==> config.mk <==
export PLATFORM = sky130hd
export DESIGN_NAME = alu_issue_ctrl_flat
export DESIGN_NICKNAME = d
export VERILOG_FILES = /design/src/rtl/alu_issue_ctrl_if.sv /design/src/rtl/alu_issue_ctrl.sv /design/src/flat_wrapper.sv
export SDC_FILE = /design/constraint.sdc
export NUM_CORES = 1
export LEC_CHECK = 0
export BUFFER_PORTS_ARGS = -buffer_cell sky130_fd_sc_hd__buf_4
export CORE_ASPECT_RATIO = 0.75
export CORE_MARGIN = 1.5
export CORE_UTILIZATION = 45
export CTS_BUF_LIST = sky130_fd_sc_hd__clkbuf_16
export DETAILED_ROUTE_END_ITERATION = 12
export GPL_ROUTABILITY_DRIVEN = 0
export HOLD_SLACK_MARGIN = 0.06
export PLACE_DENSITY_LB_ADDON = 0.2
export SLEW_MARGIN = 20
export SYNTH_ARGS = -nofsm -noshare
export SYNTH_HDL_FRONTEND = slang
export SYNTH_SLANG_ARGS = --single-unit
==> constraint.sdc <==
create_clock -name clk -period 4.2 [get_ports clk]
set_clock_uncertainty 0.1 [all_clocks]
set_input_delay 0.21 -clock clk [delete_from_list [all_inputs] [get_ports clk]]
set_output_delay 0.21 -clock clk [all_outputs]
set_load 0.02 [all_outputs]
==> src/rtl/alu_issue_ctrl_if.sv <==
// ---------------------------------------------------------------------------
// alu_issue_ctrl_if
// Handshake bundle for alu_issue_ctrl.
//   instr_* : instruction channel (valid/ready), offered by the issuer.
//   res_*   : result channel (valid/ready), offered by alu_issue_ctrl.
// Modports:
//   slave  : view used by alu_issue_ctrl (accepts instructions, emits results)
//   master : view used by the environment driving instructions and taking results
// ---------------------------------------------------------------------------
interface alu_issue_ctrl_if #(
  parameter int DATA_W = 8,
  parameter int AW     = 2
);
  logic              instr_valid;
  logic              instr_ready;
  logic [3:0]        instr_op;
  logic [AW-1:0]     instr_rd;
  logic [AW-1:0]     instr_rs1;
  logic [AW-1:0]     instr_rs2;

  logic              res_valid;
  logic              res_ready;
  logic [DATA_W-1:0] res_data;
  logic              res_carry;
  logic [AW-1:0]     res_rd;
  logic              res_err;

  modport slave (
    input  instr_valid, instr_op, instr_rd, instr_rs1, instr_rs2, res_ready,
    output instr_ready, res_valid, res_data, res_carry, res_rd, res_err
  );

  modport master (
    output instr_valid, instr_op, instr_rd, instr_rs1, instr_rs2, res_ready,
    input  instr_ready, res_valid, res_data, res_carry, res_rd, res_err
  );
endinterface

==> src/rtl/alu_issue_ctrl.sv <==
// ---------------------------------------------------------------------------
// alu_issue_ctrl
// Sequential issue/retire wrapper around an external 8-bit combinational ALU.
// Instructions name registers of a small internal register file; operands are
// read at acceptance, driven to the ALU for one cycle, and the ALU result is
// written back and offered downstream.
//
// Ports:
//   clk, rst_n             clock (rising edge), asynchronous active-low reset
//   bus (slave)            instruction and result valid/ready channels
//   ld_en/ld_addr/ld_data  external register-file load, honoured in any state
//   rf_rd_addr/rf_rd_data  combinational debug read of the register file
//   alu_a/alu_b/alu_sel    registered operands/opcode to the ALU
//   alu_out/alu_carry      combinational ALU result
//   retired_cnt            number of completed result handshakes (mod 256)
// ---------------------------------------------------------------------------
module alu_issue_ctrl #(
  parameter int DATA_W   = 8,
  parameter int RF_DEPTH = 4,
  parameter int AW       = 2
) (
  input  logic              clk,
  input  logic              rst_n,
  alu_issue_ctrl_if.slave   bus,
  input  logic              ld_en,
  input  logic [AW-1:0]     ld_addr,
  input  logic [DATA_W-1:0] ld_data,
  input  logic [AW-1:0]     rf_rd_addr,
  output logic [DATA_W-1:0] rf_rd_data,
  output logic [DATA_W-1:0] alu_a,
  output logic [DATA_W-1:0] alu_b,
  output logic [3:0]        alu_sel,
  input  logic [DATA_W-1:0] alu_out,
  input  logic              alu_carry,
  output logic [7:0]        retired_cnt
);

  typedef enum logic [1:0] {
    IDLE = 2'd0,
    EXEC = 2'd1,
    RESP = 2'd2
  } state_t;

  state_t            state;
  logic [AW-1:0]     rd_q;
  logic [DATA_W-1:0] rf [RF_DEPTH];

  logic accept;
  logic retire;
  logic op_illegal;
  logic wb_en;

  // alu_sel holds the opcode of the instruction in flight while in EXEC.
  assign op_illegal = (alu_sel > 4'd9);
  assign accept     = (state == IDLE) && bus.instr_valid && bus.instr_ready;
  assign retire     = (state == RESP) && bus.res_valid && bus.res_ready;
  assign wb_en      = (state == EXEC) && !op_illegal;

  assign rf_rd_data = rf[rf_rd_addr];

  // Control FSM with registered outputs. instr_ready comes back one cycle
  // after reset release, and immediately on retire so the issue interval
  // stays at three cycles.
  always_ff @(posedge clk or negedge rst_n) begin
    if (!rst_n) begin
      state         <= IDLE;
      bus.instr_ready <= 1'b0;
      alu_a         <= '0;
      alu_b         <= '0;
      alu_sel       <= '0;
      rd_q          <= '0;
      bus.res_valid <= 1'b0;
      bus.res_data  <= '0;
      bus.res_carry <= 1'b0;
      bus.res_rd    <= '0;
      bus.res_err   <= 1'b0;
      retired_cnt   <= '0;
    end else begin
      case (state)
        IDLE: begin
          if (accept) begin
            // Operands read here see the RF before any same-edge load.
            alu_a           <= rf[bus.instr_rs1];
            alu_b           <= rf[bus.instr_rs2];
            alu_sel         <= bus.instr_op;
            rd_q            <= bus.instr_rd;
            bus.instr_ready <= 1'b0;
            state           <= EXEC;
          end else begin
            bus.instr_ready <= 1'b1;
          end
        end
        EXEC: begin
          bus.res_valid <= 1'b1;
          bus.res_rd    <= rd_q;
          if (op_illegal) begin
            bus.res_err   <= 1'b1;
            bus.res_data  <= '0;
            bus.res_carry <= 1'b0;
          end else begin
            bus.res_err   <= 1'b0;
            bus.res_data  <= alu_out;
            bus.res_carry <= alu_carry;
          end
          state <= RESP;
        end
        RESP: begin
          if (retire) begin
            bus.res_valid   <= 1'b0;
            retired_cnt     <= retired_cnt + 8'd1;
            bus.instr_ready <= 1'b1;
            state           <= IDLE;
          end
        end
        default: begin
          state <= IDLE;
        end
      endcase
    end
  end

  // Register file. The writeback is the later assignment so it wins over an
  // external load to the same register on the same edge.
  always_ff @(posedge clk or negedge rst_n) begin
    if (!rst_n) begin
      for (int i = 0; i < RF_DEPTH; i++) begin
        rf[i] <= '0;
      end
    end else begin
      if (ld_en) begin
        rf[ld_addr] <= ld_data;
      end
      if (wb_en) begin
        rf[rd_q] <= alu_out;
      end
    end
  end

endmodule

==> src/flat_wrapper.sv <==
// flat-port wrapper written by rule: the top's interface ports become plain ports
module alu_issue_ctrl_flat 
#(
  parameter int DATA_W   = 8,
  parameter int RF_DEPTH = 4,
  parameter int AW       = 2
)
  (clk, rst_n, ld_en, ld_addr, ld_data, rf_rd_addr, rf_rd_data, alu_a, alu_b, alu_sel, alu_out, alu_carry, retired_cnt, bus_instr_valid, bus_instr_op, bus_instr_rd, bus_instr_rs1, bus_instr_rs2, bus_res_ready, bus_instr_ready, bus_res_valid, bus_res_data, bus_res_carry, bus_res_rd, bus_res_err);
  alu_issue_ctrl_if #(.DATA_W(DATA_W), .AW(AW)) bus_i ();
  input  logic clk;
  input  logic rst_n;
  input  logic ld_en;
  input  logic [AW-1:0] ld_addr;
  input  logic [DATA_W-1:0] ld_data;
  input  logic [AW-1:0] rf_rd_addr;
  output logic [DATA_W-1:0] rf_rd_data;
  output logic [DATA_W-1:0] alu_a;
  output logic [DATA_W-1:0] alu_b;
  output logic [3:0] alu_sel;
  input  logic [DATA_W-1:0] alu_out;
  input  logic alu_carry;
  output logic [7:0] retired_cnt;
  input wire logic [$bits(bus_i.instr_valid)-1:0] bus_instr_valid;
  input wire logic [$bits(bus_i.instr_op)-1:0] bus_instr_op;
  input wire logic [$bits(bus_i.instr_rd)-1:0] bus_instr_rd;
  input wire logic [$bits(bus_i.instr_rs1)-1:0] bus_instr_rs1;
  input wire logic [$bits(bus_i.instr_rs2)-1:0] bus_instr_rs2;
  input wire logic [$bits(bus_i.res_ready)-1:0] bus_res_ready;
  output wire logic [$bits(bus_i.instr_ready)-1:0] bus_instr_ready;
  output wire logic [$bits(bus_i.res_valid)-1:0] bus_res_valid;
  output wire logic [$bits(bus_i.res_data)-1:0] bus_res_data;
  output wire logic [$bits(bus_i.res_carry)-1:0] bus_res_carry;
  output wire logic [$bits(bus_i.res_rd)-1:0] bus_res_rd;
  output wire logic [$bits(bus_i.res_err)-1:0] bus_res_err;
  assign bus_i.instr_valid = bus_instr_valid;
  assign bus_i.instr_op = bus_instr_op;
  assign bus_i.instr_rd = bus_instr_rd;
  assign bus_i.instr_rs1 = bus_instr_rs1;
  assign bus_i.instr_rs2 = bus_instr_rs2;
  assign bus_i.res_ready = bus_res_ready;
  assign bus_instr_ready = bus_i.instr_ready;
  assign bus_res_valid = bus_i.res_valid;
  assign bus_res_data = bus_i.res_data;
  assign bus_res_carry = bus_i.res_carry;
  assign bus_res_rd = bus_i.res_rd;
  assign bus_res_err = bus_i.res_err;
  alu_issue_ctrl #(.DATA_W(DATA_W), .RF_DEPTH(RF_DEPTH), .AW(AW)) u_core (.clk(clk), .rst_n(rst_n), .bus(bus_i), .ld_en(ld_en), .ld_addr(ld_addr), .ld_data(ld_data), .rf_rd_addr(rf_rd_addr), .rf_rd_data(rf_rd_data), .alu_a(alu_a), .alu_b(alu_b), .alu_sel(alu_sel), .alu_out(alu_out), .alu_carry(alu_carry), .retired_cnt(retired_cnt));
endmodule
### Word-level counts from Yosys, hierarchy flattened

Index checks and enable logic that the tools add are counted.

* bits in registers: 78
* bits in latches: 0
* bits in writable memories: 0
* bits in read-only memories: 0
* output and inout bits: 50
* word-level logic and storage cells: 78
* memories kept: 0

* add/sub/neg operators: 1
* multipliers: 0
* div/mod/pow operators: 0
* $lt $le $gt $ge: 8
* equal/unequal tests: 4
* shift-type cells: 0
* multiplexer cells: 28
* bitwise gates (word level): 5
* reduce and logical (&&, ||, !) cells: 16

Operators with widths (number)
* 8-bit 2-to-1 mux: 9
* 32-bit bitwise mux: 2
* 32-bit 2-to-1 mux: 2
* 8-bit binary-select mux with 2-bit select: 3
* 8-bit demux with 2-bit select: 2
* 3-bit greater-or-equal comparator (second input constant): 5
* 2-bit inverter with 3-bit output: 5
* 2-bit AND reduction: 5
* 8-bit by 1-bit adder with 8-bit output (second input constant): 1
* 1-bit logical AND: 7
* 3-bit by 1-bit < comparator with 1-bit output (second input constant): 2
* 2-bit case mux with 3 select lines: 1
* 1-bit 2-to-1 mux: 5
* 4-bit greater-than comparator (second input constant): 1
* 2-bit 2-to-1 mux: 2
* 2-bit by 1-bit != test with 1-bit output (second input constant): 2
* 1-bit case mux with 2 select lines: 2
* 2-bit nonzero test: 2
* 2-bit by 1-bit == test with 1-bit output (second input constant): 1
* 2-bit == test (second input constant): 1
* 2-bit logical NOT: 1
* 1-bit logical NOT: 1

### Depth between registers and ports, before layout

* depth in word-level cells: 9
* gate-level depth with buffers: 5
* depth with buffers taken out: 4

### Worst setup path after synthesis

Ideal clock, no wire load.

* path kind: register to register
* start point: register u_core.alu_sel[2]
* end point: register u_core.rf[16] (netlist name)
* arrival: 1307 ps
* path slack: 2669 ps
* cell stages (with the launch flop): 4
* period minus slack after synthesis: 1531 ps
* cell sequence: dfrtp_1 -> o21ai_2 -> nand4b_2 -> mux2_2

* longest elaborated chain between the ends: 4

RTL lines
* start, declared: RTL line alu_issue_ctrl.sv:32 `output logic [3:0] alu_sel,`
* start signal, assigned: RTL line alu_issue_ctrl.sv:85 `alu_sel <= bus.instr_op;`
* 4-bit greater-than comparator: RTL line alu_issue_ctrl.sv:54 `assign op_illegal = (alu_sel > 4'd9);`
* 1-bit logical NOT: RTL line alu_issue_ctrl.sv:57 `assign wb_en = (state == EXEC) && !op_illegal;`
* 1-bit logical AND: RTL line alu_issue_ctrl.sv:57
* 32-bit 2-to-1 mux: RTL line alu_issue_ctrl.sv:133 `if (wb_en) begin`
* end signal, assigned by index: RTL line alu_issue_ctrl.sv:131 `rf[ld_addr] <= ld_data;`
* end signal, assigned by index: RTL line alu_issue_ctrl.sv:134 `rf[rd_q] <= alu_out;`
* end, declared: RTL line alu_issue_ctrl.sv:46 `logic [DATA_W-1:0] rf [RF_DEPTH];`

No other way between the ends.
A chain may end at the register's enable or synchronous reset.

### Final worst setup path

* start point: register u_core.state[1]
* end point: register u_core.rf[21] (netlist name)

* longest elaborated chain between the ends: 3

RTL lines
* start, declared: RTL line alu_issue_ctrl.sv:44 `state_t state;`
* start signal, assigned: RTL line alu_issue_ctrl.sv:66 `state <= IDLE;`
* start signal, assigned: RTL line alu_issue_ctrl.sv:88 `state <= EXEC;`
* start signal, assigned: RTL line alu_issue_ctrl.sv:105 `state <= RESP;`
* 2-bit by 1-bit == test with 1-bit output: RTL line alu_issue_ctrl.sv:57
* 1-bit logical AND: RTL line alu_issue_ctrl.sv:57
* 32-bit 2-to-1 mux: RTL line alu_issue_ctrl.sv:133

No other way between the ends.

==> run_results.csv <==
group,metric,value,unit
synthesis,syn_nets,298,
global_routing,grt_max_degree,79,
final_layout,nets,396,
setup_path,worstSetupEndpointType,"flip-flop",
final_layout,layout_common_cells,"86 x mux2_2, 85 x buf_4, 78 x dfrtp_1",
clocking,cts_tree,"done",
final_layout,num_antenna_cells,0,
global_routing,met1_usage,0.314,
synthesis,synth_area_per_cell,15.2,um^2
setup_path,worst_ep_required_time,4310,ps
setup_path,crit_type,"reg -> reg",
routing,ant_nets,0,
global_routing,gr-usage-met2,0.317,
synthesis,ys_top_cells_by_area,"dfrtp_1 49%, mux2_2 24%, mux4_2 14%, a22o_1 2.0%, nand2_1 1.3%",
setup_path,worstPathCellList,"nor2b_1, nand4b_2, mux2_2",
sta,rsz0062_at_grt,"false",
outcome,status,"finished, final reports clean",
sta,setup_viol,0,
synthesis,synth.largest_area_cell,"dfrtp_1",
clocking,cts_resized,0,
routing,num_vias,2620,
final_layout,layout_commonest_cell,"mux2_2",
final_layout,drive_gt1_frac,0.608,
routing,wl_per_cell,19.8,um
clocking,clockBufferDepth,2,
sta,fmax,473,MHz
routing,drt_iter0_drc,167,
sta,hold_violations,0,
routing,drtPass1Iterations,4,
synthesis,yosysWarningCount,0,
sta,hold_ws,73.8,ps
global_routing,busiest_layer,"met2",
setup_path,r2r-end,"u_core.rf[21]$_DFF_PN0_",
synthesis,seq_area_frac_synth,0.491,
global_routing,grt_overflow_total,0,
final_layout,area_delta_synth_final,29.4,%
clocking,path_clk_slew,60,ps
setup_path,reg2reg_slack,2080,ps
clocking,root_buffer,"clkbuf_16",
die,design.die.area,9400,um^2
clocking,clk-insertion-delay-late,330,ps
die,die_h,84.4,um
synthesis,yosysUniqueCellTypes,30,
clocking,h-tree-depth,3,
clocking,numCtsBuffers,9,
synthesis,ys_seq_elements,78,
setup_path,cp_slowest_cell,"nor2b_1",
global_routing,grt_pass1_wl,15200,um
die,rows,29,
die,initial_core_util,0.466,
global_routing,grt_pass1_vias,2752,
routing,via_per_inst,5.57,
sta,post-route-min-period,2120,ps
setup_path,cp_max_fo,8,
power,peakVddDrop,0.342,mV
global_routing,antenna_found_initial,0,
place,port_buffers,85,
synthesis,syn_inst,261,
die,fp.dieW,111,um
hold_path,holdCritStartpoint,"alu_out[7]",
die,core-area,8530,um^2
power,cellLeakagePower,2.28,nW
setup_path,max_stage_delay,530,ps
routing,routed_wl,9290,um
global_routing,grt.met3_usage,0.0505,
place,dp_hpwl,6280,um
hold_path,min_to,"u_core.bus.res_data[7]$_DFFE_PN0P_",
synthesis,synth_top_cell_area_share,0.491,
setup_path,worstSetupStartpointType,"flip-flop",
sta,slew_headroom,0.346,
sta,slew_viol_final,0,
global_routing,track_usage,0.212,
sta,worst_pin_slew,981,ps
hold_path,whs_path_depth,2,
hold_path,hold_class,"in -> reg",
flow_run,drv_cap,0,
clocking,clock-sinks,78,
power,power_density,756,nW/um^2
setup_path,timing.rr.start,"u_core.state[1]$_DFFE_PN0P_",
die,boundaryPins,86,
sta,post-route-period-util,0.504,
setup_path,crit_arrival,2220,ps
setup_path,ff2ff_path_depth,3,
synthesis,netlist_area,3970,um^2
routing,drc,0,
sta,tns,0,ps
## area by class of cell
class	instances	area, um^2
clock buffers	9	225
clock inverters	5	100
fillers	649	3390
multi-input cells	171	1950
flip-flops and latches	78	1950
well taps	108	135
repair buffers	99	778
## report_power, final
part / total [mW] / internal, mW / switching, mW
Combinational: 1.61 / 0.915 / 0.698
Sequential: 1.41 / 1.11 / 0.305
Clock: 0.860 / 0.571 / 0.288
## Yosys cell counts
master / n
nand4b_2: 3
ha_1: 1
nand4_1: 1
buf_6: 2
clkbuf_2: 1
nand2_1: 14
nor4_1: 1
mux4_2: 24
and3_1: 1
buf_4: 1
buf_2: 5
a22o_1: 9
nor3b_4: 1
nand4_2: 1
xor2_1: 4
and4b_1: 1
clkbuf_1: 3
o21ai_0: 1
nor2b_1: 1
and2_1: 1
nand3_1: 2
nand3b_2: 2
nand2b_1: 2
o21ai_2: 1
mux2_2: 86
nor2_1: 6
xnor2_1: 3
nand3_2: 2
dfrtp_1: 78
nor3_1: 3
## worst max-delay path: cells and delay by family (launching register included)
kind             cells  cell delay (ps)
and+or+nand+nor      2             1020
muxes                1              440
DFF                  1              430
## sequential cells by signal, summed over array words and instances, names as in the netlist
register                flops
u_core.state                2
u_core.bus.res_valid        1
u_core.rf                  32
u_core.rd_q                 2
u_core.alu_b                8
u_core.bus.instr_ready      1
u_core.bus.res_data         8
u_core.bus.res_rd           2
u_core.alu_a                8
u_core.bus.res_carry        1
u_core.alu_sel              4
u_core.bus.res_err          1
u_core.retired_cnt          8
## per-layer routing
layer	vias up	wire length, um
met5	-	0
met4	0	29
met3	2	662
met2	83	4190
met1	1348	4400
li1	1187	-
## how the worst max path moves through the flow
stage                                  endpoint  slack [ps]                     startpoint  depth (start not counted)
global placement    u_core.alu_b[2]$_DFFE_PN0P_        2110    u_core.state[1]$_DFFE_PN0P_                          3
detailed placement  u_core.alu_a[4]$_DFFE_PN0P_        2050    u_core.state[1]$_DFFE_PN0P_                          3
finish                  u_core.rf[21]$_DFF_PN0_        2080    u_core.state[1]$_DFFE_PN0P_                          3
CTS                 u_core.alu_a[4]$_DFFE_PN0P_        2010    u_core.state[1]$_DFFE_PN0P_                          3
floorplan               u_core.rf[16]$_DFF_PN0_        2670  u_core.alu_sel[2]$_DFFE_PN0P_                          3
global route             u_core.rf[8]$_DFF_PN0_        1960    u_core.state[1]$_DFFE_PN0P_                          3
## cells by family (layout without fill, tap and decap cells)
group | count (synthesis) | after routing | synth area share
multiplexers | 110 | 110 | 0.380
XOR/XNOR | 7 | 7 | 0.0154
buffers and inverters | 12 | 113 | 0.0180
adder cells (fa/ha/maj) | 1 | 1 | 0.00315
flip-flops | 78 | 78 | 0.491
AND/OR/NAND/NOR | 42 | 42 | 0.0687
AO/OA/AOI/OAI | 11 | 11 | 0.0233
## per-stage QoR
step | utilization | instances | cell area [um^2] | setup WS [ps] | power, mW
2_1_floorplan | - | 261 | 3970 | 2670 | 2.45
6_report | 0.603 | 470 | 5140 | 2080 | 3.89
5_1_grt | 0.603 | 470 | 5140 | 1960 | 4.11
3_3_place_gp | 0.548 | 442 | 4670 | 2110 | 2.98
4_1_cts | 0.603 | 470 | 5140 | 2010 | 3.91
3_5_place_dp | 0.548 | 442 | 4670 | 2050 | 3.03
## repair_timing
| action | 4_1_cts | 5_1_grt |
|---|---|---|
| hold buffers | 14 | 0 |
| hold endpoints to repair | 102 | 0 |
| setup buffers | 0 | 0 |
Power figures use the tool's default switching activity.
